`config.mk`:
```
export PLATFORM = sky130hd
export DESIGN_NAME = sha256_padder_flat
export DESIGN_NICKNAME = d
export VERILOG_FILES = /design/src/rtl/sha256_padder_if.sv /design/src/rtl/sha256_padder.sv /design/src/flat_wrapper.sv
export SDC_FILE = /design/constraint.sdc
export NUM_CORES = 1
export LEC_CHECK = 0
export CAP_MARGIN = 20
export CORE_AREA = 8 8 249 251
export DETAILED_ROUTE_END_ITERATION = 10
export DIE_AREA = 0 0 257 259
export PLACE_DENSITY = 0.72
export SYNTH_ARGS = -nofsm -noshare
export SYNTH_HDL_FRONTEND = slang
export SYNTH_SLANG_ARGS = --single-unit
```
`constraint.sdc`:
```
create_clock -name clk -period 23.4 [get_ports clk]
set_input_delay 4.68 -clock clk [delete_from_list [all_inputs] [get_ports clk]]
set_output_delay 4.68 -clock clk [all_outputs]
set_load 0.01 [all_outputs]
```
`src/rtl/sha256_padder_if.sv`:
```
// sha256_padder_if: byte-stream input and 512-bit block output handshakes of the SHA-256 padder
interface sha256_padder_if;
  logic         in_valid;
  logic         in_ready;
  logic [7:0]   in_data;
  logic         in_last;
  logic         in_empty;
  logic         blk_valid;
  logic         blk_ready;
  logic [511:0] blk_data;
  logic         blk_first;
  logic         blk_last;
  modport master (
    output in_valid, in_data, in_last, in_empty, blk_ready,
    input  in_ready, blk_valid, blk_data, blk_first, blk_last
  );
  modport slave (
    input  in_valid, in_data, in_last, in_empty, blk_ready,
    output in_ready, blk_valid, blk_data, blk_first, blk_last
  );
endinterface

```
`src/rtl/sha256_padder.sv`:
```
// sha256_padder: pads a byte stream per SHA-256 and emits 512-bit blocks; optional len_err via SHA256_PADDER_LENCHK_EN
// blk_data[511] is bit 0 of the core's [0:511] message, so byte i lives at blk_data[511-8i -: 8].
module sha256_padder #(
  parameter int LEN_W = 61
) (
  input logic            clk,
  input logic            reset,
  sha256_padder_if.slave pad_if
`ifdef SHA256_PADDER_LENCHK_EN
  ,
  output logic           len_err
`endif
);
  typedef enum logic [1:0] {FILL, PAD, EMIT, EXTRA} state_t;
  state_t           state_q, state_d;
  logic [511:0]     buf_q, buf_d;
  logic [6:0]       ptr_q, ptr_d;
  logic [LEN_W-1:0] len_q, len_d;
  logic             first_q, first_d;
  logic             final_q, final_d;
  logic             pend_q, pend_d;
  logic             lead80_q, lead80_d;
  logic [63:0]      len_bits;
  logic [511:0]     keep, mark, padded;
  logic             acc, byte_acc;
  assign len_bits = 64'(len_q) << 3;
  assign acc      = pad_if.in_valid & (state_q == FILL);
  assign byte_acc = acc & ~pad_if.in_empty;
  // Bytes below ptr survive padding; the 0x80 marker lands on byte ptr (nowhere when ptr is 64).
  assign keep     = ~({512{1'b1}} >> {ptr_q, 3'b000});
  assign mark     = {8'h80, 504'b0} >> {ptr_q, 3'b000};
  assign padded   = (buf_q & keep) | mark;
  assign pad_if.in_ready  = (state_q == FILL) & ~reset;
  assign pad_if.blk_valid = state_q == EMIT;
  assign pad_if.blk_data  = buf_q;
  assign pad_if.blk_first = first_q;
  assign pad_if.blk_last  = final_q;
  // Next-state logic: byte capture, padding, block hand-off and the owed length-only block.
  always_comb begin
    state_d  = state_q;
    buf_d    = buf_q;
    ptr_d    = ptr_q;
    len_d    = len_q;
    first_d  = first_q;
    final_d  = final_q;
    pend_d   = pend_q;
    lead80_d = lead80_q;
    case (state_q)
      FILL: begin
        if (byte_acc) begin
          buf_d[{~ptr_q[5:0], 3'b000} +: 8] = pad_if.in_data;
          ptr_d = ptr_q + 7'd1;
          len_d = len_q + 1'b1;
        end
        if (acc & pad_if.in_last) begin
          state_d = PAD;
        end else if (byte_acc & (ptr_q == 7'd63)) begin
          state_d = EMIT;
          final_d = 1'b0;
        end
      end
      PAD: begin
        buf_d    = ptr_q <= 7'd55 ? {padded[511:64], len_bits} : padded;
        final_d  = ptr_q <= 7'd55;
        pend_d   = ptr_q > 7'd55;
        lead80_d = ptr_q == 7'd64;
        state_d  = EMIT;
      end
      EMIT: begin
        if (pad_if.blk_ready) begin
          first_d = 1'b0;
          ptr_d   = '0;
          state_d = pend_q ? EXTRA : FILL;
          if (!pend_q && final_q) begin
            len_d   = '0;
            first_d = 1'b1;
          end
        end
      end
      EXTRA: begin
        buf_d   = {lead80_q ? 8'h80 : 8'h00, 440'b0, len_bits};
        pend_d  = 1'b0;
        final_d = 1'b1;
        state_d = EMIT;
      end
    endcase
  end
  // State and datapath registers; reset drops any partial message and owed blocks.
  always_ff @(posedge clk or posedge reset) begin
    if (reset) begin
      state_q  <= FILL;
      buf_q    <= '0;
      ptr_q    <= '0;
      len_q    <= '0;
      first_q  <= 1'b1;
      final_q  <= 1'b0;
      pend_q   <= 1'b0;
      lead80_q <= 1'b0;
    end else begin
      state_q  <= state_d;
      buf_q    <= buf_d;
      ptr_q    <= ptr_d;
      len_q    <= len_d;
      first_q  <= first_d;
      final_q  <= final_d;
      pend_q   <= pend_d;
      lead80_q <= lead80_d;
    end
  end
`ifdef SHA256_PADDER_LENCHK_EN
  logic len_err_q;
  assign len_err = len_err_q;
  // Sticky overflow flag: raised when a byte arrives with the counter saturated, dropped with the final block.
  always_ff @(posedge clk or posedge reset) begin
    if (reset) len_err_q <= 1'b0;
    else if (byte_acc && (&len_q)) len_err_q <= 1'b1;
    else if (pad_if.blk_valid && pad_if.blk_ready && final_q) len_err_q <= 1'b0;
  end
`endif
endmodule

```
`src/flat_wrapper.sv`:
```
// flat-port wrapper written by rule: the top's interface ports become plain ports
module sha256_padder_flat 
#(
  parameter int LEN_W = 61
)
  (clk, reset, pad_if_in_valid, pad_if_in_data, pad_if_in_last, pad_if_in_empty, pad_if_blk_ready, pad_if_in_ready, pad_if_blk_valid, pad_if_blk_data, pad_if_blk_first, pad_if_blk_last);
  sha256_padder_if pad_if_i ();
  input logic clk;
  input logic reset;
  input wire logic [$bits(pad_if_i.in_valid)-1:0] pad_if_in_valid;
  input wire logic [$bits(pad_if_i.in_data)-1:0] pad_if_in_data;
  input wire logic [$bits(pad_if_i.in_last)-1:0] pad_if_in_last;
  input wire logic [$bits(pad_if_i.in_empty)-1:0] pad_if_in_empty;
  input wire logic [$bits(pad_if_i.blk_ready)-1:0] pad_if_blk_ready;
  output wire logic [$bits(pad_if_i.in_ready)-1:0] pad_if_in_ready;
  output wire logic [$bits(pad_if_i.blk_valid)-1:0] pad_if_blk_valid;
  output wire logic [$bits(pad_if_i.blk_data)-1:0] pad_if_blk_data;
  output wire logic [$bits(pad_if_i.blk_first)-1:0] pad_if_blk_first;
  output wire logic [$bits(pad_if_i.blk_last)-1:0] pad_if_blk_last;
  assign pad_if_i.in_valid = pad_if_in_valid;
  assign pad_if_i.in_data = pad_if_in_data;
  assign pad_if_i.in_last = pad_if_in_last;
  assign pad_if_i.in_empty = pad_if_in_empty;
  assign pad_if_i.blk_ready = pad_if_blk_ready;
  assign pad_if_in_ready = pad_if_i.in_ready;
  assign pad_if_blk_valid = pad_if_i.blk_valid;
  assign pad_if_blk_data = pad_if_i.blk_data;
  assign pad_if_blk_first = pad_if_i.blk_first;
  assign pad_if_blk_last = pad_if_i.blk_last;
  sha256_padder #(.LEN_W(LEN_W)) u_core (.clk(clk), .reset(reset), .pad_if(pad_if_i));
endmodule
```
# After elaboration in Yosys (flattened, before gate mapping)
# Index checks and enable logic that the tools add are counted.
dict set report classes {
  reduce_logical 13
  n_shift 4
  eq_ne 11
  n_lt_le_gt_ge 2
  n_mux 22
  addsub 3
  bitwise 11
}
# op n
set ops {}
lappend ops {{512-bit case mux with 3 select lines} 1}
lappend ops {{512-bit by 10-bit >> shifter with 512-bit output, first input constant} 2}
lappend ops {{512-bit bitwise AND} 1}
lappend ops {{512-bit bitwise mux} 1}
lappend ops {{512-bit two-way mux} 1}
lappend ops {{512-bit inverter} 1}
lappend ops {{512-bit OR} 1}
lappend ops {{8-bit by 11-bit variable shift with 512-bit output, first input constant} 1}
lappend ops {{8-bit by 11-bit variable part select with 512-bit output} 1}
lappend ops {{61-bit two-way mux} 3}
lappend ops {{61-bit case mux with 2 select lines} 1}
lappend ops {{64-bit two-way mux} 1}
lappend ops {{61-bit by 1-bit adder with 61-bit output, second input constant} 1}
lappend ops {{7-bit two-way mux} 2}
lappend ops {{7-bit case mux with 2 select lines} 1}
lappend ops {{9-bit negator with 11-bit output} 1}
lappend ops {{2-bit two-way mux} 4}
lappend ops {{8-bit two-way mux} 1}
lappend ops {{7-bit by 1-bit adder with 7-bit output, second input constant} 1}
lappend ops {{7-bit by 6-bit == test with 1-bit output, second input constant} 1}
lappend ops {{7-bit == test, second input constant} 1}
lappend ops {{7-bit by 6-bit greater-than comparator with 1-bit output, second input constant} 1}
lappend ops {{7-bit by 6-bit <= comparator with 1-bit output, second input constant} 1}
lappend ops {{2-bit inequality test, second input constant} 3}
lappend ops {{20 further kinds} 33}
dict set report word_totals {
  input_bits 14
  word_cells 74
  ff_bits 586
}

# Longest topological paths before layout
dict set report logic_depth {
  word_depth 7
  ltp_mapped 14
  ltp_nobuf 9
}

# Worst setup path before layout
# Ideal clock, no wire load.
dict set report synth_timing {
  path_type {in2out}
  startpoint {input reset}
  endpoint {output pad_if_in_ready}
  slack_ns 13.781
  arrival_ns 4.939
  n_path_buf 0
  stages 1
  path_cell_list {nor3_1}
}
dict set report synth_between {
  elab_chain_len 2
}
# element line
set synth_lines {}
lappend synth_lines {{start, declared} flat_wrapper.sv:9} ;# input logic reset;
lappend synth_lines {{1-bit inverter} sha256_padder.sv:33} ;# assign pad_if.in_ready = (state_q == FILL) & ~reset;
lappend synth_lines {{1-bit bitwise AND} sha256_padder.sv:33}
lappend synth_lines {{end, declared} flat_wrapper.sv:15} ;# output wire logic [$bits(pad_if_i.in_ready)-1:0] pad_if_in_ready;
# No other way between the ends.

# Worst setup path in the final report
# Same ends and word-level chain as after synthesis.

==> impl_metrics.xml <==
<?xml version="1.0" encoding="UTF-8"?>
<metrics>
  <group name="power_and_ir_drop">
    <metric name="clockPowerShare" unit="">0.348</metric>
    <metric name="combinationalPowerShare" unit="">0.278</metric>
    <metric name="power.density_cell_area" unit="mW/mm^2">87.14</metric>
    <metric name="power" unit="mW">2.978</metric>
    <metric name="intPower" unit="mW">1.902</metric>
    <metric name="p_seq_frac" unit="">0.374</metric>
    <metric name="ir_drop" unit="mV">0.06357</metric>
    <metric name="p_leak" unit="nW">14.49</metric>
    <metric name="power_switching_share" unit="">0.3613</metric>
    <metric name="power.switching" unit="mW">1.076</metric>
  </group>
  <group name="critical_path">
    <metric name="critPathCaptureType" unit="">primary output</metric>
    <metric name="regToRegSetupSlack" unit="ns">18.95</metric>
    <metric name="critical_path.reg2reg.startpoint" unit="">u_core.ptr_q[2]</metric>
    <metric name="path_delay_family" unit="">buffers and inverters</metric>
    <metric name="worst-path-max-fanout" unit="">2</metric>
    <metric name="cp.required" unit="ns">18.72</metric>
    <metric name="timing.critical_path.arrival" unit="ns">5.94</metric>
    <metric name="path_buf_inv" unit="">2</metric>
    <metric name="cpPeakStageDelay" unit="ns">0.57</metric>
    <metric name="cpMostUsedCell" unit="">clkdlybuf4s50_1</metric>
    <metric name="worst-setup-path-type" unit="">primary input to primary output</metric>
    <metric name="slowest_stage" unit="">clkdlybuf4s50_1</metric>
    <metric name="cp-start-kind" unit="">primary input</metric>
    <metric name="timing.reg2reg.worst_path_depth" unit="">9</metric>
    <metric name="cp_cell_sequence" unit="">clkdlybuf4s50_1 -&gt; nor3_1 -&gt; clkdlybuf4s50_1</metric>
  </group>
  <group name="floorplanning">
    <metric name="core_area" unit="mm^2">0.05824</metric>
    <metric name="site_row_count" unit="">89</metric>
    <metric name="floorplan.initialDensity" unit="">0.4420</metric>
    <metric name="chipHeight" unit="um">259</metric>
    <metric name="pin_count" unit="">530</metric>
    <metric name="die_area" unit="mm^2">0.06656</metric>
    <metric name="chipWidth" unit="um">257</metric>
  </group>
  <group name="synth">
    <metric name="muxShareOfSynthArea" unit="">0.009090</metric>
    <metric name="ys_dominant_reg_cell" unit="">dfrtp_1</metric>
    <metric name="largest_cells_by_area_after_synthesis" unit="">dfrtp_1 57%, a22o_1 10%, o2bb2ai_1 5.1%</metric>
    <metric name="number_of_flip_flops_and_latches_in_the_synthesized_netlist" unit="">586</metric>
    <metric name="yosys.area_share.adder" unit="">0.004861</metric>
    <metric name="synth_enable_flop_cells" unit="">0</metric>
    <metric name="share_of_flip_flops_with_an_asynchronous_set_or_reset" unit="">1.000</metric>
    <metric name="synth_common_cells" unit="">585 x dfrtp_1, 299 x a22o_1, 204 x nor2_1, 153 x nand2_1, 150 x o2bb2ai_1</metric>
    <metric name="yosysMostFrequentCell" unit="">dfrtp_1</metric>
    <metric name="syn-num-nets" unit="">2326</metric>
    <metric name="postSynthAreaPerCell" unit="um^2">11.18</metric>
    <metric name="synth_cells" unit="">2302</metric>
    <metric name="netlist_area_before_placement" unit="mm^2">0.02574</metric>
    <metric name="synth_top_family_by_area" unit="">compound AO/OA/AOI/OAI gates</metric>
    <metric name="synthDominantCellAreaShare" unit="">0.5687</metric>
    <metric name="yosysWarnings" unit="">0</metric>
    <metric name="synth-seq-area-share" unit="">0.5697</metric>
    <metric name="compound_gate_portion_of_the_synthesized_area" unit="">0.2529</metric>
    <metric name="synth_top_cell_by_area" unit="">dfrtp_1</metric>
    <metric name="yosys.area_share.xor_xnor" unit="">0.01667</metric>
    <metric name="synthDistinctLibCells" unit="">82</metric>
    <metric name="synth-simple-area-share" unit="">0.1184</metric>
  </group>
  <group name="routing">
    <metric name="vias_after_detailed_routing" unit="">23310</metric>
    <metric name="detailedRoute.firstPassIterationCount" unit="">6</metric>
    <metric name="drt_iter0_drc" unit="">2640</metric>
    <metric name="remaining_drc_errors" unit="">0</metric>
    <metric name="postRouteAntennaNets" unit="">0</metric>
    <metric name="detail_route.wl_per_cell" unit="um">30.54</metric>
    <metric name="routed_via_density" unit="">6.410</metric>
    <metric name="totalWireLength" unit="um">111100</metric>
  </group>
  <group name="clocking">
    <metric name="cts_setup_buffers" unit="">0</metric>
    <metric name="cts.path.max_buffers" unit="">3</metric>
    <metric name="post_cts_resized" unit="">0</metric>
    <metric name="cts.root.buffer_cell" unit="">clkbuf_16</metric>
    <metric name="holdBufCountCts" unit="">0</metric>
    <metric name="numCtsBuffers" unit="">61</metric>
    <metric name="worstSkewPairLatency" unit="ns">0.64</metric>
    <metric name="tritoncts" unit="">done</metric>
    <metric name="cts.sink_count" unit="">586</metric>
    <metric name="clock_tree.htree_level_count" unit="">2</metric>
    <metric name="clock_pin_slew_worst_setup_and_hold_paths" unit="ns">0.06</metric>
  </group>
  <group name="timing">
    <metric name="maxSlewViolCount" unit="">0</metric>
    <metric name="period_needed" unit="ns">10.62</metric>
    <metric name="timing.final.hold_violations" unit="">0</metric>
    <metric name="worst-slew-pin-transition" unit="ns">1.216</metric>
    <metric name="fin_ws" unit="ns">12.78</metric>
    <metric name="max_freq" unit="MHz">94.16</metric>
    <metric name="finalSetupTns" unit="ns">0</metric>
    <metric name="relSlewSlack" unit="">0.1860</metric>
    <metric name="layout_worst_path_cycle_share" unit="">0.4538</metric>
    <metric name="timing.hold.ws" unit="ns">0.4846</metric>
    <metric name="rsz0062_at_grt" unit="">false</metric>
    <metric name="clock-skew-final" unit="ns">0.02448</metric>
    <metric name="setup_violations" unit="">0</metric>
  </group>
  <group name="placement">
    <metric name="post-place-cells" unit="">3508</metric>
    <metric name="gp_congestion" unit="">0.9960</metric>
    <metric name="place_ws" unit="ns">12.77</metric>
    <metric name="port_buffers" unit="">529</metric>
    <metric name="place_area" unit="mm^2">0.03188</metric>
    <metric name="place.detailed.hpwl" unit="um">79170</metric>
  </group>
  <group name="grt">
    <metric name="grt-ovfl-total" unit="">0</metric>
    <metric name="number_of_global_route_vias_before_repair" unit="">23350</metric>
    <metric name="antenna_violations_before_repair" unit="">3</metric>
    <metric name="global_route_wire_length_before_repair" unit="um">162400</metric>
    <metric name="grt_max_degree" unit="">138</metric>
    <metric name="grtUsageTotal" unit="">0.3214</metric>
  </group>
  <group name="hold_path">
    <metric name="cells_on_worst_hold_path" unit="">1</metric>
    <metric name="hp-class" unit="">flip-flop to flip-flop</metric>
  </group>
  <group name="finish">
    <metric name="final_core_utilization" unit="">0.5867</metric>
    <metric name="final_layout_size_suffix_gt1_frac" unit="">0.08389</metric>
    <metric name="multiInputGateArea" unit="mm^2">0.01039</metric>
    <metric name="area_growth" unit="%">32.75</metric>
    <metric name="seqCellArea" unit="mm^2">0.01467</metric>
    <metric name="area_of_all_placed_cells_without_fillers" unit="mm^2">0.03417</metric>
    <metric name="final.fill_count" unit="">4784</metric>
    <metric name="nets" unit="">2833</metric>
    <metric name="finished_layout_cells" unit="">3637</metric>
  </group>
  <group name="job">
    <metric name="max_cap_violations" unit="">0</metric>
  </group>
  <group name="run_status">
    <metric name="outcome" unit="">complete, no violations</metric>
  </group>
</metrics>
## worst max path at each step
stage / from / to / slack, ns / cells past startpoint
finish: reset / pad_if_in_ready / 12.78 / 3
global route: reset / pad_if_in_ready / 12.70 / 3
CTS: reset / pad_if_in_ready / 12.77 / 3
detailed placement: reset / pad_if_in_ready / 12.77 / 3
global placement: reset / pad_if_in_ready / 12.72 / 3
floorplan: reset / async pin / 2.32 / 1
## power by group through the flow
stage | Clock, mW | Sequential [mW] | Combinational (mW)
final | 1.04 | 1.11 | 0.827
after global routing | 1.08 | 1.12 | 0.863
after CTS | 1.04 | 1.11 | 0.803
after detailed placement | 0 | 1.13 | 0.801
after global placement | 0 | 1.13 | 0.790
after floorplan | 0 | 1.14 | 0.419
## cells in the final DEF (no fill, tap or decap), types with 12 or more instances in the layout
cell and n:
or3_1 17, o21ai_0 76, nor2b_1 22, clkinv_2 13, a32o_1 12, o2bb2ai_1 150
buf_4 65, nor2_1 204, a221o_1 25, and2_1 14, clkbuf_16 61, nor4_1 17
inv_1 20, nand2b_1 15, o22ai_1 12, a31oi_1 19, and3_1 21, nor3_1 44
clkbuf_8 13, xnor2_1 37, a22oi_1 46, a32oi_1 13, o21ai_1 16, mux2i_1 20
a21oi_1 74, or2_2 14, dfrtp_1 584, nand4_1 20, clkdlybuf4s50_1 529, a22o_1 299
nand3_1 39, nand2_1 152, xor2_1 12
## routing by layer
metal,up-vias,track usage,wire length (um)
met5,-,0,0
met4,0,0.1290,4947
met3,277,0.09854,12000
met2,1402,0.5000,50220
met1,11890,0.4180,43900
li1,9741,-,-
## cells by family (layout without fill, tap and decap cells)
group / after synthesis / count (layout)
flops: 586 / 586
other cells: 0 / 3
xor+xnor: 49 / 49
compound gates: 823 / 823
simple gates: 630 / 630
buf+inv: 181 / 740
mux: 23 / 23
fa+ha+maj: 10 / 10
## cell type report
cell class / instances / share of cell area
clock buffer: 84 / 0.05101
tap: 773 / 0.02830
clock inverter: 31 / 0.01197
multi-input combinational: 1535 / 0.3041
antenna: 3 / 0.0002197
sequential: 586 / 0.4293
timing repair buffer: 602 / 0.1724
inverter: 23 / 0.002746
Note: power is estimated with default switching activity, not from simulation.
